File: src/rtl/lsu_byte_sequencer_pkg.sv
// Shared types and helpers for the byte-wide load/store sequencer and the
// data memory port it drives.
package lsu_byte_sequencer_pkg;

  // Sequencer phases: wait for a request, walk the bytes, report completion.
  typedef enum logic [1:0] {
    IDLE   = 2'd0,
    ACCESS = 2'd1,
    DONE   = 2'd2
  } lsu_state_t;

  // Access size encodings carried in funct3[1:0]; 2'b11 is illegal.
  localparam logic [1:0] SZ_B = 2'b00;
  localparam logic [1:0] SZ_H = 2'b01;
  localparam logic [1:0] SZ_W = 2'b10;

  // One byte transaction as presented to the data memory.
  typedef struct packed {
    logic        Valid;
    logic        Wen;
    logic [31:0] Addr;
    logic [7:0]  ByteData;
  } mem_req_t;

  // True for the three encodable access sizes.
  function automatic logic size_legal(input logic [1:0] sz);
    return (sz != 2'b11);
  endfunction

  // Index of the final byte of an access (N-1).
  function automatic logic [1:0] size_last_idx(input logic [1:0] sz);
    logic [1:0] idx;
    case (sz)
      SZ_B:    idx = 2'd0;
      SZ_H:    idx = 2'd1;
      default: idx = 2'd3;
    endcase
    return idx;
  endfunction

endpackage

File: src/rtl/lsu_byte_sequencer_if.sv
// Byte-wide data memory channel: the sequencer is the master that raises
// a request, the memory is the slave that answers with ready and a byte.
interface lsu_byte_sequencer_if;
  logic        MemValid_o;
  logic        MemWen_o;
  logic [31:0] MemAddr_o;
  logic [7:0]  MemByte_o;
  logic        MemReady_i;
  logic [7:0]  MemByte_i;

  modport master (
    output MemValid_o,
    output MemWen_o,
    output MemAddr_o,
    output MemByte_o,
    input  MemReady_i,
    input  MemByte_i
  );

  modport slave (
    input  MemValid_o,
    input  MemWen_o,
    input  MemAddr_o,
    input  MemByte_o,
    output MemReady_i,
    output MemByte_i
  );
endinterface

File: src/rtl/lsu_byte_sequencer_extend.sv
// Size and sign/zero extension of an assembled little-endian load word.
module lsu_extend
  import lsu_byte_sequencer_pkg::*;
(
  input  logic [31:0] word_i,
  input  logic [1:0]  size_i,
  input  logic        uns_i,
  output logic [31:0] word_o
);

  // Replicate the top bit of the loaded field, or zeros for unsigned loads.
  always_comb begin
    word_o = word_i;
    case (size_i)
      SZ_B:    word_o = uns_i ? {24'd0, word_i[7:0]}
                              : {{24{word_i[7]}}, word_i[7:0]};
      SZ_H:    word_o = uns_i ? {16'd0, word_i[15:0]}
                              : {{16{word_i[15]}}, word_i[15:0]};
      default: word_o = word_i;
    endcase
  end

endmodule

File: src/rtl/lsu_byte_sequencer.sv
// Splits one pipeline load/store into sequential single-byte memory
// transactions, assembles read bytes little-endian, extends the result and
// holds the pipeline stalled until the access finishes or times out.
module lsu_byte_sequencer
  import lsu_byte_sequencer_pkg::*;
#(
  parameter int TIMEOUT = 64,
  parameter int TW      = 7
) (
  input  logic        clk,
  input  logic        rst_n,
  input  logic        Req_i,
  input  logic        Wen_i,
  input  logic [31:0] Addr_i,
  input  logic [31:0] WData_i,
  input  logic [2:0]  funct3_i,
  output logic        Stall_o,
  output logic        Done_o,
  output logic        Err_o,
  output logic [31:0] RData_o,
  lsu_byte_sequencer_if.master mem
);

  lsu_state_t  state_q, state_d;
  logic [1:0]  cnt_q, cnt_d;
  logic [TW-1:0] tmo_q, tmo_d;
  logic [31:0] asm_q, asm_d;
  logic        wen_q, wen_d;
  logic [31:0] addr_q, addr_d;
  logic [31:0] wdata_q, wdata_d;
  logic [1:0]  size_q, size_d;
  logic        uns_q, uns_d;
  mem_req_t    mem_req_q, mem_req_d;
  logic        done_q, done_d;
  logic        err_q, err_d;
  logic [31:0] rdata_q, rdata_d;

  logic        capture;
  logic [1:0]  cnt_inc;
  logic [31:0] asm_merged;
  logic [31:0] ext_word;

  // A load byte is captured only in the cycle the memory signals ready.
  assign capture = (state_q == ACCESS) && mem.MemReady_i && !wen_q;
  assign cnt_inc = cnt_q + 2'd1;

  // Merge the incoming byte into its lane so the final byte can be extended
  // in the same cycle it arrives.
  generate
    for (genvar gi = 0; gi < 4; gi++) begin : g_lane
      assign asm_merged[8*gi +: 8] = (capture && (cnt_q == 2'(gi)))
                                     ? mem.MemByte_i : asm_q[8*gi +: 8];
    end
  endgenerate

  lsu_extend u_extend (
    .word_i (asm_merged),
    .size_i (size_q),
    .uns_i  (uns_q),
    .word_o (ext_word)
  );

  // Next-state logic for the FSM, counters, latches and registered outputs.
  always_comb begin
    state_d   = state_q;
    cnt_d     = cnt_q;
    tmo_d     = tmo_q;
    asm_d     = asm_q;
    wen_d     = wen_q;
    addr_d    = addr_q;
    wdata_d   = wdata_q;
    size_d    = size_q;
    uns_d     = uns_q;
    mem_req_d = mem_req_q;
    done_d    = 1'b0;
    err_d     = 1'b0;
    rdata_d   = 32'd0;

    case (state_q)
      IDLE: begin
        mem_req_d = '0;
        if (Req_i) begin
          if (size_legal(funct3_i[1:0])) begin
            wen_d     = Wen_i;
            addr_d    = Addr_i;
            wdata_d   = WData_i;
            size_d    = funct3_i[1:0];
            uns_d     = funct3_i[2];
            cnt_d     = 2'd0;
            tmo_d     = '0;
            asm_d     = 32'd0;
            mem_req_d = '{Valid: 1'b1, Wen: Wen_i, Addr: Addr_i,
                          ByteData: WData_i[7:0]};
            state_d   = ACCESS;
          end else begin
            done_d  = 1'b1;
            err_d   = 1'b1;
            state_d = DONE;
          end
        end
      end

      ACCESS: begin
        if (mem.MemReady_i) begin
          asm_d = asm_merged;
          tmo_d = '0;
          if (cnt_q == size_last_idx(size_q)) begin
            mem_req_d = '0;
            done_d    = 1'b1;
            rdata_d   = wen_q ? 32'd0 : ext_word;
            state_d   = DONE;
          end else begin
            cnt_d              = cnt_inc;
            mem_req_d.Addr     = addr_q + {30'd0, cnt_inc};
            mem_req_d.ByteData = wdata_q[{cnt_inc, 3'b000} +: 8];
          end
        end else if (tmo_q == TW'(TIMEOUT - 1)) begin
          // This wait cycle brings the count to TIMEOUT: abandon the access.
          tmo_d     = '0;
          mem_req_d = '0;
          done_d    = 1'b1;
          err_d     = 1'b1;
          state_d   = DONE;
        end else begin
          tmo_d = tmo_q + TW'(1);
        end
      end

      DONE: begin
        mem_req_d = '0;
        state_d   = IDLE;
      end

      default: begin
        mem_req_d = '0;
        state_d   = IDLE;
      end
    endcase
  end

  // State register with synchronous active-low reset.
  always_ff @(posedge clk) begin
    if (!rst_n) begin
      state_q   <= IDLE;
      cnt_q     <= 2'd0;
      tmo_q     <= '0;
      asm_q     <= 32'd0;
      wen_q     <= 1'b0;
      addr_q    <= 32'd0;
      wdata_q   <= 32'd0;
      size_q    <= 2'd0;
      uns_q     <= 1'b0;
      mem_req_q <= '0;
      done_q    <= 1'b0;
      err_q     <= 1'b0;
      rdata_q   <= 32'd0;
    end else begin
      state_q   <= state_d;
      cnt_q     <= cnt_d;
      tmo_q     <= tmo_d;
      asm_q     <= asm_d;
      wen_q     <= wen_d;
      addr_q    <= addr_d;
      wdata_q   <= wdata_d;
      size_q    <= size_d;
      uns_q     <= uns_d;
      mem_req_q <= mem_req_d;
      done_q    <= done_d;
      err_q     <= err_d;
      rdata_q   <= rdata_d;
    end
  end

  // Stall covers the accept cycle and every byte cycle; DONE lets the pipe move.
  assign Stall_o = ((state_q == IDLE) && Req_i) || (state_q == ACCESS);
  assign Done_o  = done_q;
  assign Err_o   = err_q;
  assign RData_o = rdata_q;

  assign mem.MemValid_o = mem_req_q.Valid;
  assign mem.MemWen_o   = mem_req_q.Wen;
  assign mem.MemAddr_o  = mem_req_q.Addr;
  assign mem.MemByte_o  = mem_req_q.ByteData;

endmodule
File: src/flat_wrapper.sv
// flat-port wrapper written by rule: the top's interface ports become plain ports
module lsu_byte_sequencer_flat import lsu_byte_sequencer_pkg::*;
#(
  parameter int TIMEOUT = 64,
  parameter int TW      = 7
)
  (clk, rst_n, Req_i, Wen_i, Addr_i, WData_i, funct3_i, Stall_o, Done_o, Err_o, RData_o, mem_MemValid_o, mem_MemWen_o, mem_MemAddr_o, mem_MemByte_o, mem_MemReady_i, mem_MemByte_i);
  lsu_byte_sequencer_if mem_i ();
  input  logic clk;
  input  logic rst_n;
  input  logic Req_i;
  input  logic Wen_i;
  input  logic [31:0] Addr_i;
  input  logic [31:0] WData_i;
  input  logic [2:0] funct3_i;
  output logic Stall_o;
  output logic Done_o;
  output logic Err_o;
  output logic [31:0] RData_o;
  output wire logic [$bits(mem_i.MemValid_o)-1:0] mem_MemValid_o;
  output wire logic [$bits(mem_i.MemWen_o)-1:0] mem_MemWen_o;
  output wire logic [$bits(mem_i.MemAddr_o)-1:0] mem_MemAddr_o;
  output wire logic [$bits(mem_i.MemByte_o)-1:0] mem_MemByte_o;
  input wire logic [$bits(mem_i.MemReady_i)-1:0] mem_MemReady_i;
  input wire logic [$bits(mem_i.MemByte_i)-1:0] mem_MemByte_i;
  assign mem_MemValid_o = mem_i.MemValid_o;
  assign mem_MemWen_o = mem_i.MemWen_o;
  assign mem_MemAddr_o = mem_i.MemAddr_o;
  assign mem_MemByte_o = mem_i.MemByte_o;
  assign mem_i.MemReady_i = mem_MemReady_i;
  assign mem_i.MemByte_i = mem_MemByte_i;
  lsu_byte_sequencer #(.TIMEOUT(TIMEOUT), .TW(TW)) u_core (.clk(clk), .rst_n(rst_n), .Req_i(Req_i), .Wen_i(Wen_i), .Addr_i(Addr_i), .WData_i(WData_i), .funct3_i(funct3_i), .Stall_o(Stall_o), .Done_o(Done_o), .Err_o(Err_o), .RData_o(RData_o), .mem(mem_i));
endmodule
File: config.mk
export PLATFORM = sky130hd
export DESIGN_NAME = lsu_byte_sequencer_flat
export DESIGN_NICKNAME = d
export VERILOG_FILES = /design/src/rtl/lsu_byte_sequencer_pkg.sv /design/src/rtl/lsu_byte_sequencer_if.sv /design/src/rtl/lsu_byte_sequencer_extend.sv /design/src/rtl/lsu_byte_sequencer.sv /design/src/flat_wrapper.sv
export SDC_FILE = /design/constraint.sdc
export NUM_CORES = 1
export LEC_CHECK = 0
export CORE_MARGIN = 4
export CORE_UTILIZATION = 36
export CTS_BUF_LIST = sky130_fd_sc_hd__clkbuf_8
export CTS_CLUSTER_SIZE = 20
export DETAILED_ROUTE_END_ITERATION = 7
export GPL_TIMING_DRIVEN = 0
export SYNTH_ARGS = -nofsm -noshare
export SYNTH_HDL_FRONTEND = slang
export SYNTH_SLANG_ARGS = --single-unit
File: constraint.sdc
create_clock -name clk -period 10.9 [get_ports clk]
set_clock_uncertainty 0.05 [all_clocks]
set_input_delay 3.27 -clock clk [delete_from_list [all_inputs] [get_ports clk]]
set_output_delay 3.27 -clock clk [all_outputs]
set_load 0.1 [all_outputs]
==> After elaboration in Yosys (flattened, before gate mapping) <==
Cells that the tools add are included.
{ "op_classes": {"n_addsub": 3, "n_mul": 0, "div_mod_pow": 0, "order_cmp": 0, "n_eq_ne": 14, "shift": 1, "muxes": 45, "bitwise_logic": 4, "reduce_logical": 20} }
{ "op_table": {"columns": ["op", "count"], "rows": [
  ["$mux 42", 4],
  ["$mux 32", 5],
  ["$pmux 32 s2", 2],
  ["$pmux 42 s2", 1],
  ["$mux 40", 1],
  ["$add 32x2->32", 1],
  ["$mux 8", 4],
  ["$shiftx 32x6->8", 1],
  ["$mux 7", 4],
  ["$mux 2", 12],
  ["$pmux 7 s2", 1],
  ["$pmux 2 s2", 3],
  ["$reduce_and 3->1", 3],
  ["$ne 2x2->1 const B", 4],
  ["$add 7x1->7 const B", 1],
  ["$eq 7x6->1 const B", 1],
  ["$logic_and 1x1->1", 7],
  ["$eq 2x1->1 const B", 3],
  ["$logic_not 2->1", 3],
  ["$mux 1", 6],
  ["$ne 3x3->1 const B", 2],
  ["$reduce_and 5->1", 1],
  ["$reduce_or 5->1", 1],
  ["$eq 2x2->1 const B", 2],
  ["other kinds (10)", 14]
]} }
{ "totals": {"regBits": 187, "latchBits": 0, "ram_bits": 0, "romBits": 0, "in_bits": 80, "out_inout_bits": 77, "wordCells": 103, "n_memories": 0} }

==> Depth between registers and ports, before layout <==
{ "depth": {"ltp_word": 8, "mapped_depth": 11} }

==> By module <==
From an unflattened synthesis, not the netlist that was laid out.
{ "hier_totals": {"hier_cells": 927, "hier_area_um2": 8131.5} }
{ "by_module_without_submodules": {"columns": ["mod", "instances", "cells_each", "area_each_um2", "seq_area_each_um2"], "rows": [
  ["lsu_byte_sequencer", 1, 860, 7776.2, 3743.6],
  ["lsu_extend", 1, 67, 355.3, 0.0]
]} }

==> Worst setup path after synthesis <==
Ideal clock, no wire load.
{ "synth_timing": {"path_type": "input port to output port", "from": "in Req_i", "to": "out Stall_o", "arrival_ns": 4.561, "required_ns": 7.580, "path_slack_ns": 3.019, "stages": 2, "path_buffers": 0, "path_cell_list": "nor2_1 nor2_1"} }
{ "synth_via": {"elab_chain_cells": 2} }
{ "synth_lines": {"columns": ["item", "line_no", "source"], "rows": [
  ["from (decl)", "flat_wrapper.sv:11", "input logic Req_i;"],
  ["$logic_and 1x1->1", "lsu_byte_sequencer.sv:175", "assign Stall_o = ((state_q == IDLE) && Req_i) || (state_q == ACCESS);"],
  ["$logic_or 1x1->1", "lsu_byte_sequencer.sv:175", null],
  ["to (decl)", "flat_wrapper.sv:16", "output logic Stall_o;"]
]} }
Every way passes these cells.

==> Worst setup path after layout <==
Ends and elaborated chain as after synthesis.

==> results_dict.tcl <==
set metrics [dict create \
    dp_hpwl_um 16990 \
    cts.repair.resized 0 \
    start_util 0.3684 \
    synth_most_common_cell "nand2_1" \
    ff2ff_path_depth 11 \
    pwr-share-comb 0.164 \
    critPathCaptureType "primary output" \
    start_kind "input port" \
    synthTopCellsByArea "dfxtp_1 48%, nand2_1 11%, a21oi_1 8.1%" \
    synth-seq-cells 187 \
    grt_pass1_vias 6730 \
    report.final.slew_viol_count 0 \
    grt_antenna_before_repair 0 \
    min_path_type "flop to flop" \
    fmax_mhz 116.6 \
    clkTransAtPathRegs_ns 0.10 \
    fin_util 0.4768 \
    numPortBuffers 156 \
    leakagePower_nw 3.352 \
    grt_use_total 0.1903 \
    synth_cell_types 46 \
    power_frac_seq 0.515 \
    switchingPower_w 0.0004623 \
    detail_route.wl_per_cell_um 16.98 \
    syn_nets 992 \
    clkPwrFrac 0.320 \
    die-area_um2 24070 \
    cts.path.max_buffers 2 \
    hold_depth 2 \
    rows 53 \
    initialDrtViolationCount 425 \
    synth-seq-area-share 0.4803 \
    grt_max_degree 20 \
    worst_slew_pin_slew_ns 1.082 \
    netlist_instances 904 \
    antenna_cells 0 \
    p_total_w 0.001420 \
    rsz0062_at_grt "no" \
    period_needed_ns 8.574 \
    synth_top_area_cell "dfxtp_1" \
    insertion_delay_ns 0.48 \
    p_int_w 0.0009582 \
    core_um2 21150 \
    cts_buffers 17 \
    antenna_left 0 \
    die_w_um 155.1 \
    drt-total-wl_um 23210 \
    syn_area_um2 7794 \
    root_buffer "clkbuf_8" \
    synth_common_cells "223 x nand2_1, 187 x dfxtp_1, 126 x a21oi_1" \
    place_congestion 0.8450 \
    h-tree-depth 4 \
    die_h_um 155.1 \
    routed_via_density 5.147 \
    io_pins 157 \
    cp_data_arrival_time_ns 5.25 \
    yosys_warnings 0 \
    p_per_area_nw_per_um2 140.8 \
    dr.pass1.iters 5 \
    syn_area_per_cell_um2 8.621 \
    critPathMaxFanout 6 \
    grt_pass1_wl_um 36240 \
    postCtsSetupBuffers 0 \
    synth_top_area_frac 0.4803 \
    cts_tree "yes" \
    syn_to_final_growth_pct 29.41 \
    drive_gt1_frac 0.07601 \
    outcome "finished, final reports clean" \
    hold_buffers 0 \
    synth-edff-count 0 \
    grt-ovfl-total 0 \
    setup_tns_ns 0 \
    slew_headroom 0.2785 \
    drc_errors 0 \
    max_cap_viol_count 0 \
    final_area_um2 10090 \
    n_fill_cell 2085 \
    ys_async_sr_fraction 0 \
    finalHoldViolations 0 \
    synth_ff_type "dfxtp_1" \
    critPathRequiredTime_ns 7.58 \
    clock-sinks 187 \
    critPathKind "input port to primary output" \
    peakVddDrop_v 0.00007315 \
    vias 7036 \
    place_area_um2 9699 \
    switching_share 0.3254 \
    setup_viol 0 \
    nets 1167 \
    timing.final.crit_share 0.7866 \
]
==> worst paths after layout <==
check	from	endpoint	slack, ns
worst max-delay path	Req_i	Stall_o	2.33
worst min-delay path	u_core.asm_q[7]	u_core.asm_q[7]	0.41
worst max register to register	u_core.cnt_q[0]	u_core.mem.MemAddr_o[30]	6.36
worst min register to register	u_core.asm_q[7]	u_core.asm_q[7]	0.41
==> registers in the layout, summed over array words and instances, names as in the netlist, 2 cells and up <==
register and count:
u_core.size_q 2, u_core.mem.MemByte_o 8, u_core.wdata_q 32, u_core.RData_o 32, u_core.state_q 2, u_core.asm_q 32
u_core.cnt_q 2, u_core.mem.MemAddr_o 32, u_core.tmo_q 7, u_core.addr_q 32
==> worst max-delay path, cell delays in order <==
cell	delay [ns]
clkdlybuf4s50_1	0.56
nor2_1	0.08
nor2_1	0.17
clkdlybuf4s50_1	1.17
==> power by group through the flow <==
stage	sequential (W)	combinational (W)	clock (W)
finish	0.000732	0.000233	0.000455
global route	0.000736	0.000249	0.000495
CTS	0.000731	0.000234	0.000466
detailed placement	0.000747	0.000233	0
global placement	0.000747	0.000232	0
floorplan	0.000797	0.0000921	0
==> per-stage QoR <==
stage,instances,setup WS (ns),hold WS [ns]
3_5_place_dp,1335,2.313,0.3920
5_1_grt,1367,2.305,0.4276
3_3_place_gp,1335,2.306,0.3843
6_report,1367,2.326,0.4095
2_1_floorplan,904,3.019,0.3756
4_1_cts,1367,2.302,0.4095
==> cell families after synthesis <==
kind of cell | synth area share
flops | 0.4803
fa+ha+maj | 0.01381
compound gates | 0.2018
mux | 0.04864
simple gates | 0.1867
xor+xnor | 0.03034
buf+inv | 0.03837
==> placed cells by master (no fill, tap or decap), types with 9 or more instances in the layout <==
| cell type | n |
|---|---|
| a21oi_1 | 126 |
| dfxtp_1 | 187 |
| clkbuf_8 | 17 |
| a21oi_2 | 9 |
| nor3_1 | 14 |
| o21ai_0 | 11 |
| clkdlybuf4s50_1 | 156 |
| a22oi_1 | 45 |
| o22ai_1 | 16 |
| nor4_1 | 11 |
| clkbuf_1 | 44 |
| xnor2_1 | 14 |
| nor2_1 | 38 |
| a31oi_1 | 11 |
| nand2_1 | 223 |
| xor2_1 | 13 |
| inv_1 | 12 |
| o21a_1 | 10 |
| nand3_1 | 12 |
| mux2_2 | 15 |
==> metal layers <==
layer / vias to the layer above / GRT usage / part of all wire
li1: 3521 / - / -
met1: 3324 / 0.2569 / 0.47
met2: 170 / 0.3104 / 0.47
met3: 21 / 0.04451 / 0.051
met4: 0 / 0.04415 / 0.013
met5: - / 0 / 0
==> area by class of cell <==
| type | count | area (µm²) | area share |
|---|---|---|---|
| clock buffers | 17 | 234.0 | 0.02320 |
| well taps | 275 | 344.1 | 0.03411 |
| inverters | 12 | 45.04 | 0.004466 |
| flip-flops and latches | 187 | 3744 | 0.3712 |
| plain buffers | 60 | 254.0 | 0.02518 |
| clock inverters | 15 | 152.6 | 0.01513 |
| repair buffers | 156 | 1562 | 0.1548 |
| multi-input cells | 645 | 3751 | 0.3719 |
Note: power is estimated with default switching activity, not from simulation.
